$ cat config.mk
export PLATFORM = sky130hd
export DESIGN_NAME = packet_tx_arbiter_flat
export DESIGN_NICKNAME = d
export VERILOG_FILES = /design/src/rtl/packet_tx_arbiter_pkg.sv /design/src/rtl/packet_tx_arbiter_if.sv /design/src/rtl/packet_tx_arbiter_req_slot.sv /design/src/rtl/packet_tx_arbiter.sv /design/src/flat_wrapper.sv
export SDC_FILE = /design/constraint.sdc
export NUM_CORES = 1
export LEC_CHECK = 0
export BUFFER_PORTS_ARGS = -buffer_cell sky130_fd_sc_hd__buf_4
export CAP_MARGIN = 20
export CORE_ASPECT_RATIO = 1.4
export CORE_MARGIN = 8
export CORE_UTILIZATION = 45
export CTS_CLUSTER_SIZE = 12
export DETAILED_ROUTE_END_ITERATION = 10
export GPL_ROUTABILITY_DRIVEN = 0
export PLACE_DENSITY = 0.69
export SLEW_MARGIN = 20
export SYNTH_ARGS = -nofsm -noshare
export SYNTH_HDL_FRONTEND = slang
export SYNTH_SLANG_ARGS = --single-unit
$ cat constraint.sdc
create_clock -name i_clk -period 2.74 [get_ports i_clk]
set_input_delay 0.411 -clock i_clk [delete_from_list [all_inputs] [get_ports i_clk]]
set_output_delay 0.411 -clock i_clk [all_outputs]
set_load 0.01 [all_outputs]
$ cat src/rtl/packet_tx_arbiter_pkg.sv
`default_nettype none
// +--------------------------------------------------------------------+
// | packet_tx_arbiter_pkg : frame constants, state codes, length helper |
// | Rev 1.0                                                            |
// +--------------------------------------------------------------------+
package packet_tx_arbiter_pkg;

    localparam logic [7:0] C_SYNC0      = 8'hA5;
    localparam logic [7:0] C_SYNC1      = 8'h5A;
    localparam logic [7:0] C_TYPE_CALIB = 8'h01;
    localparam logic [7:0] C_TYPE_DIST  = 8'h02;

    localparam logic [2:0] C_ST_IDLE = 3'd0;
    localparam logic [2:0] C_ST_HDR  = 3'd1;
    localparam logic [2:0] C_ST_RD   = 3'd2;
    localparam logic [2:0] C_ST_PAY  = 3'd3;
    localparam logic [2:0] C_ST_SUM  = 3'd4;
    localparam logic [2:0] C_ST_DONE = 3'd5;

    localparam logic C_SRC_CALIB = 1'b0;
    localparam logic C_SRC_DIST  = 1'b1;

    typedef struct packed {
        logic        bank;
        logic [15:0] points;
    } req_slot_t;

    // Product kept at 17 bits, then clamped to one RAM bank.
    function automatic logic [15:0] payload_len(input logic [15:0] points,
                                                input int unsigned bpd,
                                                input int unsigned max_bytes);
        logic [16:0] len17;
        len17 = 17'(32'(points) * bpd);
        if (32'(len17) > max_bytes) return 16'(max_bytes);
        return len17[15:0];
    endfunction

    function automatic logic [7:0] hdr_byte(input logic [2:0] k,
                                            input logic [7:0] typ,
                                            input logic [15:0] len);
        case (k)
            3'd0:    return C_SYNC0;
            3'd1:    return C_SYNC1;
            3'd2:    return typ;
            3'd3:    return len[15:8];
            default: return len[7:0];
        endcase
    endfunction

endpackage
`default_nettype wire

$ cat src/rtl/packet_tx_arbiter_if.sv
`default_nettype none
// +--------------------------------------------------------------------+
// | packet_tx_arbiter_if : valid/ready byte stream                     |
// | Rev 1.0                                                            |
// +--------------------------------------------------------------------+
interface packet_tx_arbiter_if;
    logic       tx_valid;
    logic [7:0] tx_data;
    logic       tx_ready;

    modport master (output tx_valid, output tx_data, input tx_ready);
    modport slave  (input tx_valid, input tx_data, output tx_ready);
endinterface
`default_nettype wire

$ cat src/rtl/packet_tx_arbiter_req_slot.sv
`default_nettype none
// +--------------------------------------------------------------------+
// | pkt_req_slot : pending flag, request slot and overrun pulse        |
// | Rev 1.0                                                            |
// +--------------------------------------------------------------------+
module pkt_req_slot
    import packet_tx_arbiter_pkg::*;
(
    input  wire logic        i_clk,
    input  wire logic        i_rst_n,
    input  wire logic        i_make,
    input  wire logic        i_bank,
    input  wire logic [15:0] i_points,
    input  wire logic        i_grant,
    output      logic        o_pending,
    output      req_slot_t   o_slot,
    output      logic        o_overrun
);
    logic      pending_q, pending_d;
    logic      overrun_q, overrun_d;
    req_slot_t slot_q, slot_d;

    // A make arriving with the grant re-arms the slot; that is not an overrun.
    always_comb begin
        pending_d = i_make | (pending_q & ~i_grant);
        overrun_d = i_make & pending_q & ~i_grant;
        slot_d    = slot_q;
        if (i_make) slot_d = '{bank: i_bank, points: i_points};
    end

    always_ff @(posedge i_clk or negedge i_rst_n) begin
        if (!i_rst_n) begin
            pending_q <= 1'b0;
            overrun_q <= 1'b0;
            slot_q    <= '0;
        end else begin
            pending_q <= pending_d;
            overrun_q <= overrun_d;
            slot_q    <= slot_d;
        end
    end

    assign o_pending = pending_q;
    assign o_slot    = slot_q;
    assign o_overrun = overrun_q;
endmodule
`default_nettype wire

$ cat src/rtl/packet_tx_arbiter.sv
`default_nettype none
// +--------------------------------------------------------------------+
// | packet_tx_arbiter : two-source RAM-to-stream packet framer         |
// | Rev 1.0                                                            |
// +--------------------------------------------------------------------+
module packet_tx_arbiter
    import packet_tx_arbiter_pkg::*;
#(
    parameter int unsigned CALIB_BPD = 8,
    parameter int unsigned DIST_BPD  = 4,
    parameter int unsigned MAX_BYTES = 1024
) (
    input  wire logic        i_clk,
    input  wire logic        i_rst_n,
    input  wire logic        i_calib_make,
    input  wire logic        i_calib_pingpang,
    input  wire logic [15:0] i_calib_points,
    input  wire logic        i_dist_make,
    input  wire logic        i_dist_pingpang,
    input  wire logic [15:0] i_dist_points,
    output      logic [10:0] o_calib_rdaddr,
    input  wire logic [7:0]  i_calib_rddata,
    output      logic [10:0] o_dist_rdaddr,
    input  wire logic [7:0]  i_dist_rddata,
    packet_tx_arbiter_if.master tx_if,
    output      logic        o_busy,
    output      logic [1:0]  o_overrun
);
    logic      w_calib_pend, w_dist_pend, w_calib_ovr, w_dist_ovr;
    req_slot_t w_calib_slot, w_dist_slot, w_win_slot;
    logic      w_grant_calib, w_grant_dist, w_accept;
    logic [15:0] w_win_len;
    logic [7:0]  w_type, w_win_type, w_rddata;

    logic [2:0]  state_q, state_d;
    logic        src_q, src_d, bank_q, bank_d, last_q, last_d;
    logic [15:0] len_q, len_d;
    logic [10:0] idx_q, idx_d;
    logic [9:0]  addr_q, addr_d;
    logic [2:0]  hdr_idx_q, hdr_idx_d;
    logic [7:0]  csum_q, csum_d, tx_data_q, tx_data_d;
    logic        tx_valid_q, tx_valid_d;

    pkt_req_slot u_calib_slot (
        .i_clk(i_clk), .i_rst_n(i_rst_n), .i_make(i_calib_make),
        .i_bank(i_calib_pingpang), .i_points(i_calib_points), .i_grant(w_grant_calib),
        .o_pending(w_calib_pend), .o_slot(w_calib_slot), .o_overrun(w_calib_ovr)
    );

    pkt_req_slot u_dist_slot (
        .i_clk(i_clk), .i_rst_n(i_rst_n), .i_make(i_dist_make),
        .i_bank(i_dist_pingpang), .i_points(i_dist_points), .i_grant(w_grant_dist),
        .o_pending(w_dist_pend), .o_slot(w_dist_slot), .o_overrun(w_dist_ovr)
    );

    // On a tie the source that did not go last wins.
    always_comb begin
        w_grant_calib = 1'b0;
        w_grant_dist  = 1'b0;
        if (state_q == C_ST_IDLE) begin
            if (w_calib_pend && (!w_dist_pend || last_q == C_SRC_DIST)) w_grant_calib = 1'b1;
            else if (w_dist_pend)                                        w_grant_dist  = 1'b1;
        end
    end

    assign w_win_slot = w_grant_calib ? w_calib_slot : w_dist_slot;
    assign w_win_type = w_grant_calib ? C_TYPE_CALIB : C_TYPE_DIST;
    assign w_win_len  = w_grant_calib ? payload_len(w_calib_slot.points, CALIB_BPD, MAX_BYTES)
                                      : payload_len(w_dist_slot.points, DIST_BPD, MAX_BYTES);
    assign w_type     = (src_q == C_SRC_DIST) ? C_TYPE_DIST : C_TYPE_CALIB;
    assign w_rddata   = (src_q == C_SRC_DIST) ? i_dist_rddata : i_calib_rddata;
    assign w_accept   = tx_valid_q & tx_if.tx_ready;

    always_comb begin
        state_d    = state_q;
        src_d      = src_q;
        bank_d     = bank_q;
        last_d     = last_q;
        len_d      = len_q;
        idx_d      = idx_q;
        addr_d     = addr_q;
        hdr_idx_d  = hdr_idx_q;
        csum_d     = csum_q;
        tx_data_d  = tx_data_q;
        tx_valid_d = tx_valid_q;
        case (state_q)
            C_ST_IDLE: begin
                if (w_grant_calib || w_grant_dist) begin
                    state_d    = C_ST_HDR;
                    src_d      = w_grant_dist;
                    bank_d     = w_win_slot.bank;
                    len_d      = w_win_len;
                    idx_d      = '0;
                    addr_d     = '0;
                    hdr_idx_d  = '0;
                    csum_d     = w_win_type ^ w_win_len[15:8] ^ w_win_len[7:0];
                    tx_valid_d = 1'b1;
                    tx_data_d  = C_SYNC0;
                end
            end
            C_ST_HDR: begin
                if (w_accept) begin
                    if (hdr_idx_q != 3'd4) begin
                        hdr_idx_d = hdr_idx_q + 3'd1;
                        tx_data_d = hdr_byte(hdr_idx_q + 3'd1, w_type, len_q);
                    end else if (len_q == 16'd0) begin
                        state_d   = C_ST_SUM;
                        tx_data_d = csum_q;
                    end else begin
                        state_d    = C_ST_RD;
                        tx_valid_d = 1'b0;
                    end
                end
            end
            C_ST_RD: state_d = C_ST_PAY;
            C_ST_PAY: begin
                // First PAY cycle captures the RAM word issued during RD.
                if (!tx_valid_q) begin
                    tx_valid_d = 1'b1;
                    tx_data_d  = w_rddata;
                    csum_d     = csum_q ^ w_rddata;
                end else if (w_accept) begin
                    if ({5'd0, idx_q} == len_q - 16'd1) begin
                        state_d   = C_ST_SUM;
                        tx_data_d = csum_q;
                    end else begin
                        state_d    = C_ST_RD;
                        idx_d      = idx_q + 11'd1;
                        addr_d     = idx_q[9:0] + 10'd1;
                        tx_valid_d = 1'b0;
                    end
                end
            end
            C_ST_SUM: begin
                if (w_accept) begin
                    state_d    = C_ST_DONE;
                    tx_valid_d = 1'b0;
                end
            end
            C_ST_DONE: begin
                last_d  = src_q;
                state_d = C_ST_IDLE;
            end
            default: state_d = C_ST_IDLE;
        endcase
    end

    always_ff @(posedge i_clk or negedge i_rst_n) begin
        if (!i_rst_n) begin
            state_q    <= C_ST_IDLE;
            src_q      <= C_SRC_CALIB;
            bank_q     <= 1'b0;
            last_q     <= C_SRC_DIST;
            len_q      <= '0;
            idx_q      <= '0;
            addr_q     <= '0;
            hdr_idx_q  <= '0;
            csum_q     <= '0;
            tx_data_q  <= '0;
            tx_valid_q <= 1'b0;
        end else begin
            state_q    <= state_d;
            src_q      <= src_d;
            bank_q     <= bank_d;
            last_q     <= last_d;
            len_q      <= len_d;
            idx_q      <= idx_d;
            addr_q     <= addr_d;
            hdr_idx_q  <= hdr_idx_d;
            csum_q     <= csum_d;
            tx_data_q  <= tx_data_d;
            tx_valid_q <= tx_valid_d;
        end
    end

    assign o_busy         = (state_q != C_ST_IDLE);
    assign o_calib_rdaddr = (o_busy && src_q == C_SRC_CALIB) ? {bank_q, addr_q} : 11'd0;
    assign o_dist_rdaddr  = (o_busy && src_q == C_SRC_DIST)  ? {bank_q, addr_q} : 11'd0;
    assign o_overrun      = {w_dist_ovr, w_calib_ovr};
    assign tx_if.tx_valid = tx_valid_q;
    assign tx_if.tx_data  = tx_data_q;
endmodule
`default_nettype wire

$ cat src/flat_wrapper.sv
// flat-port wrapper written by rule: the top's interface ports become plain ports
module packet_tx_arbiter_flat import packet_tx_arbiter_pkg::*;
#(
    parameter int unsigned CALIB_BPD = 8,
    parameter int unsigned DIST_BPD  = 4,
    parameter int unsigned MAX_BYTES = 1024
)
  (i_clk, i_rst_n, i_calib_make, i_calib_pingpang, i_calib_points, i_dist_make, i_dist_pingpang, i_dist_points, o_calib_rdaddr, i_calib_rddata, o_dist_rdaddr, i_dist_rddata, o_busy, o_overrun, tx_if_tx_valid, tx_if_tx_data, tx_if_tx_ready);
  packet_tx_arbiter_if tx_if_i ();
  input  wire logic i_clk;
  input  wire logic i_rst_n;
  input  wire logic i_calib_make;
  input  wire logic i_calib_pingpang;
  input  wire logic [15:0] i_calib_points;
  input  wire logic i_dist_make;
  input  wire logic i_dist_pingpang;
  input  wire logic [15:0] i_dist_points;
  output      logic [10:0] o_calib_rdaddr;
  input  wire logic [7:0] i_calib_rddata;
  output      logic [10:0] o_dist_rdaddr;
  input  wire logic [7:0] i_dist_rddata;
  output      logic o_busy;
  output      logic [1:0] o_overrun;
  output wire logic [$bits(tx_if_i.tx_valid)-1:0] tx_if_tx_valid;
  output wire logic [$bits(tx_if_i.tx_data)-1:0] tx_if_tx_data;
  input wire logic [$bits(tx_if_i.tx_ready)-1:0] tx_if_tx_ready;
  assign tx_if_tx_valid = tx_if_i.tx_valid;
  assign tx_if_tx_data = tx_if_i.tx_data;
  assign tx_if_i.tx_ready = tx_if_tx_ready;
  packet_tx_arbiter #(.CALIB_BPD(CALIB_BPD), .DIST_BPD(DIST_BPD), .MAX_BYTES(MAX_BYTES)) u_core (.i_clk(i_clk), .i_rst_n(i_rst_n), .i_calib_make(i_calib_make), .i_calib_pingpang(i_calib_pingpang), .i_calib_points(i_calib_points), .i_dist_make(i_dist_make), .i_dist_pingpang(i_dist_pingpang), .i_dist_points(i_dist_points), .o_calib_rdaddr(o_calib_rdaddr), .i_calib_rddata(i_calib_rddata), .o_dist_rdaddr(o_dist_rdaddr), .i_dist_rddata(i_dist_rddata), .tx_if(tx_if_i), .o_busy(o_busy), .o_overrun(o_overrun));
endmodule
# After elaboration in Yosys (flattened, before gate mapping)
# Cells that the tools add are included.
dict set report op_classes {
  bitwise_logic 15
  shifts 0
  n_reduce_logical 21
  n_div 0
  mul 0
  addsub 4
  n_lt_le_gt_ge 2
  muxes 62
  n_eq_ne 23
}
# op n
set op_table {}
lappend op_table {{$mux 16} 5}
lappend op_table {{$mux 8} 10}
lappend op_table {{$mux 11} 6}
lappend op_table {{$mux 10} 4}
lappend op_table {{$gt 17x11->1 const B} 2}
lappend op_table {{$mux 3} 11}
lappend op_table {{$pmux 8 s4} 1}
lappend op_table {{$pmux 8 s3} 1}
lappend op_table {{$xor 8x8->8} 3}
lappend op_table {{$pmux 11 s2} 1}
lappend op_table {{$pmux 10 s2} 1}
lappend op_table {{$reduce_and 6->1} 3}
lappend op_table {{$mux 17} 1}
lappend op_table {{$eq 11x16->1} 1}
lappend op_table {{$logic_not 16->1} 1}
lappend op_table {{$pmux 8 s2} 1}
lappend op_table {{$sub 16x1->16 const B} 1}
lappend op_table {{$mux 1} 15}
lappend op_table {{$pmux 3 s5} 1}
lappend op_table {{$eq 3x2->1 const B} 4}
lappend op_table {{$add 11x1->11 const B} 1}
lappend op_table {{$add 10x1->10 const B} 1}
lappend op_table {{$ne 2x1->1 const B} 5}
lappend op_table {{$ne 2x2->1 const B} 5}
lappend op_table {{other kinds (23)} 42}
dict set report word_totals {
  wordCells 146
  latch_bits 0
  mem_bits_ro 0
  output_inout_bits 34
  register_bits 101
  ram_bits 0
  inputBits 55
  n_memories 0
}

# Longest topological paths before layout
dict set report depth {
  depth_word 10
  ltp_mapped 11
  ltp_nobuf 9
}

# By module
# Synthesis repeated with hierarchy kept, for this count alone.
dict set report unflattened {
  hier_cells 538
  area_unflattened_um2 5272.6
}
# mod cells_each area_each_um2 seq_area_each_um2 n_inst
set by_module_without_submodules {}
lappend by_module_without_submodules {packet_tx_arbiter 456 3776.1 1277.5 1}
lappend by_module_without_submodules {pkt_req_slot 41 748.2 475.5 2}

# Worst setup path before layout
# Ideal clock, no wire load.
dict set report synth_path {
  kind {register to register}
  start {register u_core.len_q[2]}
  end {register u_core.tx_data_q[0], in the netlist u_core.tx_if.tx_data[0]}
  synth_period_minus_slack_ps 2740
  arrival_time_ps 2615
  setup_time_ps 125
  path_buffers 0
  required_time_ps 2615
  path_stages_with_launch 9
  slack_ps 0
  cell_sequence {dfrtp_1 > inv_1 > ha_1 > or3b_2 > or3_1 > nor3_1 > o31ai_1 > a31oi_4 > mux2_4}
}
dict set report synth_between {
  elab_chain_len 4
  elab_cells_between_ends 6
  classes_between {add/sub (1); eq/ne (3); reduce/logical (2)}
}
# element line
set synth_lines {}
lappend synth_lines {{start, declared} packet_tx_arbiter.sv:37} ;# logic [15:0] len_q, len_d;
lappend synth_lines {{start signal, assigned} packet_tx_arbiter.sv:166} ;# len_q <= len_d;
lappend synth_lines {{$sub 16x1->16} packet_tx_arbiter.sv:123} ;# if ({5'd0, idx_q} == len_q - 16'd1) begin
lappend synth_lines {{$eq 11x16->1} packet_tx_arbiter.sv:123}
lappend synth_lines {{$ne 3x3->1 (no line)} --}
lappend synth_lines {{$reduce_and 6->1 (no line) (*)} --}
lappend synth_lines {{end signal, assigned} packet_tx_arbiter.sv:171} ;# tx_data_q <= tx_data_d;
lappend synth_lines {{end, declared} packet_tx_arbiter.sv:41} ;# logic [7:0] csum_q, csum_d, tx_data_q, tx_data_d;
# Every way passes the cells marked *; elsewhere a longest branch is shown, timed or not.
# A chain may end at the register's enable or synchronous reset.

# Worst setup path after layout
dict set report layout_path {
  start {register u_core.len_q[5]}
  end {register u_core.tx_data_q[3], in the netlist u_core.tx_if.tx_data[3]}
}
# Same word-level chain as after synthesis.

==> summary.md <==
| Metric | Value |
|---|---|
| Result of the run | completed |
| Die Ht | approximately 140 µm |
| Number of buffers and inverters on the critical path | 1 |
| Max_cap viols | 0 |
| Clock root buffer master | sky130_fd_sc_hd__clkbuf_16 |
| Via-per-instance ratio | ~5.8 |
| Critical Path Sink Type | flop |
| Setup tns final | 0 ns |
| Area share of the largest cell type after synthesis | 0.411 |
| Total standard cell area after synthesis | 5170 µm² |
| Part of the power in combinational logic | 0.345 |
| Post-detailed-placement half-perimeter wirelength | about 11 mm |
| Syn Area/Cell | 9.35 µm² |
| Ratio of cells with drive above 1 in the final layout | 0.311 |
| Maximum vdd drop | between 0.5 and 0.6 mV |
| TritonCTS clock tree | built |
| Area after DPL | just over 6000 µm² |
| Synthesis warning total | 0 |
| Antenna Diode Count | 0 |
| Hold violation total from the final report | 0 |
| Number of vias in the routed layout | between 4k and 5k |
| Maximum number of pins on one net before global-route repair | 54 |
| First-pass GRT wire length | 23.7 mm |
| Per-cell routed wire length | ~18 µm |
| Starting DRC count in detailed routing | just over 400 |
| Library cell contributing the largest single delay on the critical path | sky130_fd_sc_hd__or4_4 |
| All-Layer GR Usage | 0.195 |
| Total congestion overflow after global routing | 0 |
| Maximum fanout encountered on the critical timing path | 8 |
| Port Buf Inserts | 85 |
| Count of flip-flops with a built-in enable after synthesis | 0 |
| Number of ports placed on the die boundary | slightly below 90 |
| Total net switching power | 0.00153 W |
| CP Launch Type | flop |
| Power density over cell area | ~700 nW/µm² |
| Crit-path cells | or4_4 > a2111oi_4 > nor3_1 > nor4b_2 > nand4_1 > a31oi_4 > buf_12 > mux2_4 |
| Cell internal power dissipation | roughly 0.0030 W |
| ANT nets after route | 0 |
| First-pass DRT Iterations | 6 |
| Maximum operating frequency | 0.370 GHz |
| Leading register cell type out of synthesis | sky130_fd_sc_hd__dfrtp_1 |
| CTS Buf Count | 9 |
| Width of the die | approximately 110 µm |
| Area Growth Syn to Fin | 25.4% |
| Clock network fraction of design power | 0.271 |
| Aggregate routed wire length | about 14 mm |
| CP peak stage delay | 0.52 ns |
| Clock Latency Late Sink | 0.34 ns |
| RSZ-0062 raised after global routing | yes |
| # setup viols final | 0 |
| Clk slew on worst S/H paths | around 0.070 ns |
| Htree depth | 3 |
| Clk_skew | 0.00771 ns |
| Leading post-synthesis cells by instance count | sky130_fd_sc_hd__dfrtp_1 (85), sky130_fd_sc_hd__nand2_1 (44), sky130_fd_sc_hd__nor2_1 (43), sky130_fd_sc_hd__a21oi_1 (39), sky130_fd_sc_hd__mux2_2 (37) |
| Leading cell type by number of instances after synthesis | sky130_fd_sc_hd__dfrtp_1 |
| Synthesized netlist net count | around 600 |
| Category of the most critical setup path | reg2reg |
| Seq pwr share | 0.384 |
| Share of async-settable or async-resettable flops after synthesis | 1.00 |
| Via count of the first global-routing pass | between 4k and 5k |
| Part of the Yosys area used for sequential elements | 0.417 |
| Fill cell count | a little over 1k |
| Signal arrival time at the worst endpoint | approximately 2.9 ns |
| Worst slew margin relative to its limit | 0.686 |
| NumNets Final | 710 |
| Cell accounting for the most synthesized area | sky130_fd_sc_hd__dfrtp_1 |
| Core Region | 11300 µm² |
| Switching share of power | 0.341 |
| Synth cell types | just over 60 |
| Fraction of the core area covered by cells at the end of the flow | 0.575 |
| Period utilisation layout | 0.987 |
| Maximum clock insertion buffer count | 2 |
| Class of the tightest hold or removal check | in2async |
| Die area | between 15000 and 20000 µm² |
| Final instance area | around 6500 µm² |
| Time the worst path needs with I/O delays and setup | about 2.7 ns |
| Number of standard cells after synthesis | 553 |
| Worst endpoint required time | ~3.0 ns |
| Number of antenna violations at the first check in global routing | 0 |
| Final Max Slew Viols | 0 |
| Num rows | 46 |
| Leakage power summed over all cells | around 3.0 nW |
| Synth area leaders | sky130_fd_sc_hd__dfrtp_1 (41%), sky130_fd_sc_hd__mux2_2 (8.1%), sky130_fd_sc_hd__a21oi_1 (3.8%) |
| Dominant delay contributor by cell family on the critical path | simple AND/OR/NAND/NOR gates |
| Initial Utilization | 0.458 |
| Post-synthesis sequential element count | 86 |
| Final routed DRC violation total | 0 |
| Worst Max-Slew Pin Slew | between 0.4 and 0.5 ns |
| Total number of clock tree sinks | 86 |
metrics by stage:
| step | total power [W] | setup slack [ns] | hold WS (ns) | cells |
|---|---|---|---|---|
| after floorplan | 0.00269 | 0.0491 | 0.115 | 553 |
| after global placement | 0.00322 | -0.00586 | 0.391 | 777 |
| after detailed placement | 0.00328 | -0.102 | 0.398 | 777 |
| after CTS | 0.00450 | 0.0205 | 0.0311 | 795 |
| after global routing | 0.00474 | -0.103 | 0.0509 | 797 |
| final | 0.00448 | 0.0355 | 0.0107 | 797 |
power by group through the flow:
stage               Clock, W  Sequential (W)  Combinational, W
detailed placement         0         0.00174           0.00154
floorplan                  0         0.00170          0.000995
finish               0.00122         0.00172           0.00154
global placement           0         0.00173           0.00149
CTS                  0.00124         0.00171           0.00154
global route         0.00129         0.00175           0.00169
cell families after synthesis:
logic type,synth area share
AO/OA/AOI/OAI,0.173
XOR/XNOR,0.0203
adder cells (fa/ha/maj),0.0169
buffers and inverters,0.0465
flip-flops,0.417
multiplexers,0.127
AND/OR/NAND/NOR,0.199
layer usage:
| layer | part of all wire | track usage | up-vias | routed length (µm) |
|---|---|---|---|---|
| met1 | 0.38 | 0.217 | 2231 | 5510 |
| met3 | 0.054 | 0.0438 | 43 | 771 |
| met5 | 0 | 0 | - | 0 |
| li1 | - | - | 2199 | - |
| met2 | 0.51 | 0.332 | 162 | 7380 |
| met4 | 0.049 | 0.120 | 0 | 707 |
timing repair:
item                       4_1_cts  5_1_grt
setup endpoints to repair        8        8
buffers inserted                 2        2
gates resized for setup          2        6
pin swaps                        3        2
hold buffers                     0        0
layout make-up:
type	instances	area (µm²)	share of cell area
Timing Repair Buffer	121	946	0.146
Tap cell	144	180	0.0278
Clock buffer	9	225	0.0347
Inverter	20	75.1	0.0116
Sequential cell	86	2150	0.332
Clock inverter	7	68.8	0.0106
Multi-Input combinational cell	410	2830	0.437
path summary, 6_finish.rpt:
path	start	cells past startpoint	slack [ns]	endpoint
min in group i_clk	i_calib_pingpang	2	0.29	u_core.u_calib_slot.o_slot[16]
max in group asynchronous	i_rst_n	2	2.06	u_core.last_q
worst min register to register	u_core.bank_q	2	0.50	u_core.bank_q
worst max register to register	u_core.len_q[5]	8	0.04	u_core.tx_if.tx_data[3]
worst max-delay path	u_core.len_q[5]	8	0.04	u_core.tx_if.tx_data[3]
worst min-delay path	i_rst_n	1	0.01	u_core.u_calib_slot.o_slot[10]
placed cells by master, fill, tap and decap left out, drive strengths merged, types with 4 or more instances in the layout:
master	instances
inv	26
nor4	9
nand3	17
o31ai	5
o21ai	28
clkbuf	9
nand4	6
a22oi	7
xnor2	7
xor2	5
ha	7
a2111oi	4
o211ai	4
nand2b	9
and3	4
buf	121
or3	8
a31oi	5
a221oi	4
dfrtp	85
nor3	22
and2	20
o22ai	6
nand4b	4
a211oi	6
nand2	44
nor2	43
mux2i	12
mux2	45
a21oi	39
a21o	10
registers in the layout (all words and copies together), names as in the netlist, 2 cells and up:
signal                      cells
u_core.u_dist_slot.o_slot      16
u_core.u_calib_slot.o_slot     15
u_core.len_q                   14
u_core.addr_q                   9
u_core.csum_q                   8
u_core.tx_if.tx_data            8
u_core.hdr_idx_q                3
u_core.state_q                  3
u_core.idx_q                    2
(Power assumes the default switching activity.)
